$ cat config.mk
export PLATFORM = sky130hd
export DESIGN_NAME = arc4_sbox_init
export DESIGN_NICKNAME = d
export VERILOG_FILES = /design/src/rtl/arc4_pkg.sv /design/src/rtl/arc4_sbox_init.sv
export SDC_FILE = /design/constraint.sdc
export NUM_CORES = 1
export LEC_CHECK = 0
export ABC_AREA = 1
export ABC_CLOCK_PERIOD_IN_PS = 2900
export CORE_AREA = 5 5 42 44
export CTS_CLUSTER_DIAMETER = 200
export DETAILED_ROUTE_END_ITERATION = 6
export DIE_AREA = 0 0 47 49
export DONT_BUFFER_PORTS = 1
export GPL_TIMING_DRIVEN = 0
export PLACE_DENSITY = 0.63
export SYNTH_ARGS = -nofsm -noshare
export SYNTH_HDL_FRONTEND = slang
export SYNTH_SLANG_ARGS = --single-unit
$ cat constraint.sdc
create_clock -name clk -period 2.9 [get_ports clk]
set_input_delay 0.58 -clock clk [delete_from_list [all_inputs] [get_ports clk]]
set_output_delay 0.58 -clock clk [all_outputs]
set_load 0.02 [all_outputs]
$ cat src/rtl/arc4_pkg.sv
// -----------------------------------------------------------------------------
// arc4_pkg
//   Shared types for the ARC4 S-array initialiser: the controller state
//   encoding and the request mode encoding.
//   Build option: ARC4_SBOX_KSA_EN (see arc4_sbox_init) decides whether the
//   KSA states are reachable; the enum always lists them so encodings stay
//   stable between builds.
// -----------------------------------------------------------------------------
package arc4_pkg;

   typedef enum logic [2:0] {
      IDLE,
      FILL,
      RD_I,
      GOT_I,
      GOT_J,
      WR_I,
      WR_J
   } state_t;

   localparam logic MODE_FILL = 1'b0;   // identity fill only
   localparam logic MODE_KSA  = 1'b1;   // identity fill followed by key schedule

endpackage

$ cat src/rtl/arc4_sbox_init.sv
// -----------------------------------------------------------------------------
// arc4_sbox_init
//   Fills an external single-port synchronous S memory with the identity
//   permutation and, in KSA mode, runs the ARC4 key-scheduling swap pass.
//   One request per en/rdy handshake.
//
//   Build option: define ARC4_SBOX_KSA_EN to include the key-schedule pass.
//   Without it, mode and key are ignored and every request is a plain fill.
//
// Parameters
//   ADDR_W     S address width; DEPTH = 2**ADDR_W; data and j are ADDR_W wide
//   KEY_BYTES  key length in ADDR_W-bit symbols (1 is legal)
//
// Ports
//   clk     system clock
//   rst     synchronous, active-high reset; aborts any run in progress
//   en      start request, accepted only while rdy=1
//   rdy     1 = idle, will accept en
//   mode    MODE_FILL / MODE_KSA, latched with en
//   key     key; symbol 0 is the most significant ADDR_W bits; latched with en
//   addr    memory address
//   wrdata  memory write data
//   wren    memory write enable
//   q       memory read data, valid the cycle after addr is presented
// -----------------------------------------------------------------------------
module arc4_sbox_init
   import arc4_pkg::*;
#(
   parameter int ADDR_W    = 8,
   parameter int KEY_BYTES = 3
) (
   input  logic                        clk,
   input  logic                        rst,
   input  logic                        en,
   output logic                        rdy,
   input  logic                        mode,
   input  logic [KEY_BYTES*ADDR_W-1:0] key,
   output logic [ADDR_W-1:0]           addr,
   output logic [ADDR_W-1:0]           wrdata,
   output logic                        wren,
   input  logic [ADDR_W-1:0]           q
);

   localparam int KEY_W = KEY_BYTES * ADDR_W;
   localparam int KI_W  = (KEY_BYTES > 1) ? $clog2(KEY_BYTES) : 1;

   state_t            state;
   state_t            state_nx;
   logic [ADDR_W-1:0] i;
   logic              last_i;

   assign last_i = (i == {ADDR_W{1'b1}});

`ifdef ARC4_SBOX_KSA_EN
   logic              mode_r;
   logic [KEY_W-1:0]  key_r;
   logic [KEY_W-1:0]  key_shift;
   logic [KI_W-1:0]   kidx;      // i mod KEY_BYTES, kept as its own wrapping counter
   logic [ADDR_W-1:0] key_sym;
   logic [ADDR_W-1:0] j;
   logic [ADDR_W-1:0] j_sum;
   logic [ADDR_W-1:0] si;
   logic [ADDR_W-1:0] sj;

   // Bring symbol kidx to the top of the key word instead of building a mux
   // indexed by a counter that may be wider than the symbol count.
   assign key_shift = key_r << (int'(kidx) * ADDR_W);
   assign key_sym   = key_shift[KEY_W-1 -: ADDR_W];
   // q holds S[i] during GOT_I; the sum wraps at ADDR_W bits.
   assign j_sum     = j + q + key_sym;
`else
   logic unused_ok;
   assign unused_ok = ^{mode, key, q};
`endif

   // NOTE: registered state uses non-blocking assignments so every flop
   // samples the pre-edge value of its neighbours.
   always_ff @(posedge clk) begin
      if (rst) state <= IDLE;
      else     state <= state_nx;
   end

   always_comb begin
      // NOTE: every output and the next state get a default before the case,
      // so no path through the block can leave one unassigned (no latches).
      state_nx = state;
      rdy      = 1'b0;
      wren     = 1'b0;
      addr     = '0;
      wrdata   = '0;
      case (state)
         IDLE: begin
            rdy = 1'b1;
            if (en) state_nx = FILL;
         end
         FILL: begin
            addr   = i;
            wrdata = i;
            wren   = 1'b1;
`ifdef ARC4_SBOX_KSA_EN
            if (last_i) state_nx = (mode_r == MODE_KSA) ? RD_I : IDLE;
`else
            if (last_i) state_nx = IDLE;
`endif
         end
`ifdef ARC4_SBOX_KSA_EN
         RD_I: begin
            addr     = i;
            state_nx = GOT_I;
         end
         GOT_I: begin
            // Present the new j in the same cycle S[i] arrives so S[j] is
            // back on q one cycle later; this is the only q-to-addr path.
            addr     = j_sum;
            state_nx = GOT_J;
         end
         GOT_J: begin
            addr     = j;
            state_nx = WR_I;
         end
         WR_I: begin
            addr     = i;
            wrdata   = sj;
            wren     = 1'b1;
            state_nx = WR_J;
         end
         WR_J: begin
            // When i==j this rewrites the same location with the same value.
            addr     = j;
            wrdata   = si;
            wren     = 1'b1;
            state_nx = last_i ? IDLE : RD_I;
         end
`endif
         default: state_nx = IDLE;
      endcase
   end

   always_ff @(posedge clk) begin
      if (rst) begin
         i      <= '0;
`ifdef ARC4_SBOX_KSA_EN
         j      <= '0;
         kidx   <= '0;
         si     <= '0;
         sj     <= '0;
         mode_r <= MODE_FILL;
         key_r  <= '0;
`endif
      end else begin
         case (state)
            IDLE: begin
               if (en) begin
                  i      <= '0;
`ifdef ARC4_SBOX_KSA_EN
                  mode_r <= mode;
                  key_r  <= key;
`endif
               end
            end
            FILL: begin
               i <= i + ADDR_W'(1);   // wraps to 0 after the last fill write
`ifdef ARC4_SBOX_KSA_EN
               if (last_i) begin
                  j    <= '0;
                  kidx <= '0;
               end
`endif
            end
`ifdef ARC4_SBOX_KSA_EN
            GOT_I: begin
               si <= q;
               j  <= j_sum;
            end
            GOT_J: sj <= q;
            WR_J: begin
               i    <= i + ADDR_W'(1);
               kidx <= (kidx == KI_W'(KEY_BYTES - 1)) ? '0 : kidx + KI_W'(1);
            end
`endif
            default: ;
         endcase
      end
   end

endmodule

==> impl_metrics.ini, run 1 <==
[clock_tree]
numClockSinks = 9
cts_tree = yes
clk_latency_ns = 0.26
numCtsBuffers = 3
cts_hold_buf = 0
root_buffer = clkbuf_4
clk_pin_slew_worst_paths_ns = 0.06
htreeDepth = 1
postCtsSetupBuffers = 0
cts_buffer_depth = 2
cts_resized = 0

[synth]
synth-xor-area-share = 0
synth_compound_area_frac = 0.07373
synth_warnings = 0
ys_ff_latch = 9
postSynthAreaPerCell_um2 = 6.388
synthAdderAreaFrac = 0.02304
synth_top_family_by_area = simple AND/OR/NAND/NOR gates
yosysUniqueCellTypes = 16
synth.area.mux_share = 0
yosys.area_share.simple = 0.3525
netlist_area_um2 = 543.0
ys_seq_area_frac = 0.3318
synth_nets = 122
netlist_instances = 85

[setup_path]
cp_max_fo = 10
required_ns = 2.32
r2r_start = state[0]$_SDFFE_PP0P_
crit_path_end_kind = output pin
arrival_ns = 1.57
timing.rr.end = i[4]$_SDFFE_PP0P_
reg2reg_slack_ns = 1.59
cp-start-kind = register
r2r_cells = 5
criticalPathCategory = reg2out

[sta]
fin_setup_tns_ns = 0
relSlewSlack = 0.7378
period_needed_ns = 2.148
final.period_utilization = 0.7407
fmax_mhz = 465.5
final-hold-violation-count = 0
fin_skew_ns = 0.008228
setup_violations = 0
slew_violations = 0
worstMarginPinSlew_ns = 0.3928
fin_ws_ns = 0.7519
rsz0062_at_grt = false

[finish]
antenna_cells = 0
drive_gt1_frac = 0.1798
final_nets = 127
nFillCells = 165
layout-area-overhead-vs-synth_pct = 8.525

[routing]
viasPerCell = 4.895
drt-initial-drc-count = 7
ant_nets = 0
routed-via-count = 514
first_pass_iters = 4
wirelength_um = 1112
wl_per_cell_um = 10.59
drc = 0

[hold_path]
hold_path_class = in2reg
min_path_cells = 1
worstHoldEndpoint = i[1]$_SDFFE_PP0P_
hp-start = rst

[floorplan]
row_count = 14
start_util = 0.3875
dieArea_mm2 = 0.002303
core_mm2 = 0.001401
io_pins = 54
die_y_um = 49
die_w_um = 47

[power]
leakagePower_nw = 0.3047
powerDensity_mw_per_mm2 = 416.8
peakVddDrop_v = 0.0001969

[placed_design]
dp_hpwl_um = 909.8
io_buffer_count = 0
pre_cts_ws_ns = 1.030
place_congestion = 0.7609

[grt]
grt_usage = 0.1107
globalRouteOverflowTotal = 0
grt_max_degree = 11
antenna_found_initial = 0
grt_pass1_wl_um = 1800
grt_pass1_vias = 458

[job]
drv_cap = 0

[status]
status = complete, no violations
cell families (layout without fill, tap and decap cells):
kind of cell,Yosys count,after routing
AND/OR/NAND/NOR,44,44
buffers and inverters,23,27
flip-flops,9,9
AO/OA/AOI/OAI,8,8
adder cells (fa/ha/maj),1,1
final cells by class:
cell class | instances | area [um^2] | share of cell area
Clock buffer | 4 | 26.28 | 0.04459
Inverter | 13 | 48.80 | 0.08280
Multi-Input combinational cell | 53 | 244.0 | 0.4140
Tap cell | 16 | 20.02 | 0.03397
Sequential cell | 9 | 180.2 | 0.3057
Buffer | 10 | 70.07 | 0.1189
registers in the layout (all words and copies together), names as in the netlist:
name / cells
i: 8
state: 1
per-stage QoR:
| step | instance area (um^2) | util | hold WS [ns] | std cells | power [W] |
|---|---|---|---|---|---|
| 4_1_cts | 589.3 | 0.4205 | 0.3705 | 105 | 0.0002511 |
| 3_3_place_gp | 563.0 | 0.4018 | 0.4702 | 101 | 0.0001517 |
| 2_1_floorplan | 543.0 | - | 0.4475 | 85 | 0.0001477 |
| 6_report | 589.3 | 0.4205 | 0.3771 | 105 | 0.0002456 |
| 3_5_place_dp | 563.0 | 0.4018 | 0.4718 | 101 | 0.0001520 |
| 5_1_grt | 589.3 | 0.4205 | 0.3741 | 105 | 0.0002589 |
cell usage in the layout, fill, tap and decap left out:
master	Yosys	final
inv_1	13	13
ha_1	1	1
dfxtp_1	9	9
and3_1	1	1
o21ai_1	1	1
nand2_2	2	2
nor3_1	2	2
o21ai_0	2	2
buf_4	8	8
clkbuf_1	0	1
nand3_1	3	3
a21oi_1	5	5
clkbuf_4	0	3
nand2_1	24	24
nand4_1	2	2
buf_2	2	2
nor2_1	9	9
nor2_4	1	1
critical path: stages (launching register included):
cell and delay (ns):
dfxtp_1 0.56, buf_2 0.28, nand2_1 0.10, inv_1 0.18, buf_4 0.18
worst max path at each step:
stage,start,to,slack (ns),cells after the start
floorplan,state[0]$_SDFFE_PP0P_,wrdata[7],1.18,4
global placement,state[0]$_SDFFE_PP0P_,wrdata[7],1.03,4
global route,state[0]$_SDFFE_PP0P_,wrdata[7],0.65,4
CTS,state[0]$_SDFFE_PP0P_,wrdata[7],0.73,4
finish,state[0]$_SDFFE_PP0P_,wrdata[7],0.75,4
detailed placement,state[0]$_SDFFE_PP0P_,wrdata[7],1.03,4
per-layer routing:
metal,global-route usage,vias up,share of wire,routed length (um)
met5,0,-,0,0
met4,0.05530,0,0.013,15
met3,0.06642,2,0.085,94
met2,0.1674,12,0.51,568
met1,0.1170,239,0.39,433
li1,-,261,-,-
cell usage after synthesis:
library cell	count	area (um^2)
buf_4	8	60.06
nand4_1	2	12.51
a21oi_1	5	25.02
ha_1	1	12.51
dfxtp_1	9	180.2
nor2_1	9	33.78
o21ai_1	1	5.000
nand2_1	24	90.09
nand2_2	2	12.51
buf_2	2	10.01
inv_1	13	48.80
nand3_1	3	15.01
o21ai_0	2	10.01
nor2_4	1	11.26
nor3_1	2	10.01
and3_1	1	6.260
power breakdown:
part / switching [W] / internal (W) / leakage [nW]
Clock: 0.0000439 / 0.0000530 / 0.0150
Sequential: 0.00000453 / 0.000126 / 0.0730
Combinational: 0.0000132 / 0.00000503 / 0.217
(Power assumes the default switching activity.)
==> run 2, diff against run 1 <==
--- a/config.mk
+++ b/config.mk
@@ -6,7 +6,7 @@
 export NUM_CORES = 1
 export LEC_CHECK = 0
 export ABC_AREA = 1
-export ABC_CLOCK_PERIOD_IN_PS = 2900
+export ABC_CLOCK_PERIOD_IN_PS = 2100
 export CORE_AREA = 5 5 42 44
 export CTS_CLUSTER_DIAMETER = 200
 export DETAILED_ROUTE_END_ITERATION = 6
==> constraint.sdc (replaced) <==
create_clock -name clk -period 2.1 [get_ports clk]
set_input_delay 0.42 -clock clk [delete_from_list [all_inputs] [get_ports clk]]
set_output_delay 0.42 -clock clk [all_outputs]
set_load 0.02 [all_outputs]
==> results of run 2 <==
The final DEF is identical to that of run 1. Status: complete, no violations.
Among the figures that moved: setup slack after placement 1.030 ns -> 0.3902 ns; setup slack after layout 0.7519 ns -> 0.1119 ns; hold slack 0.3771 ns -> 0.2171 ns; register-to-register setup slack 1.59 ns -> 0.79 ns; total power 0.0002456 W -> 0.0003392 W; worst IR drop on VDD 0.0001969 V -> 0.0002719 V
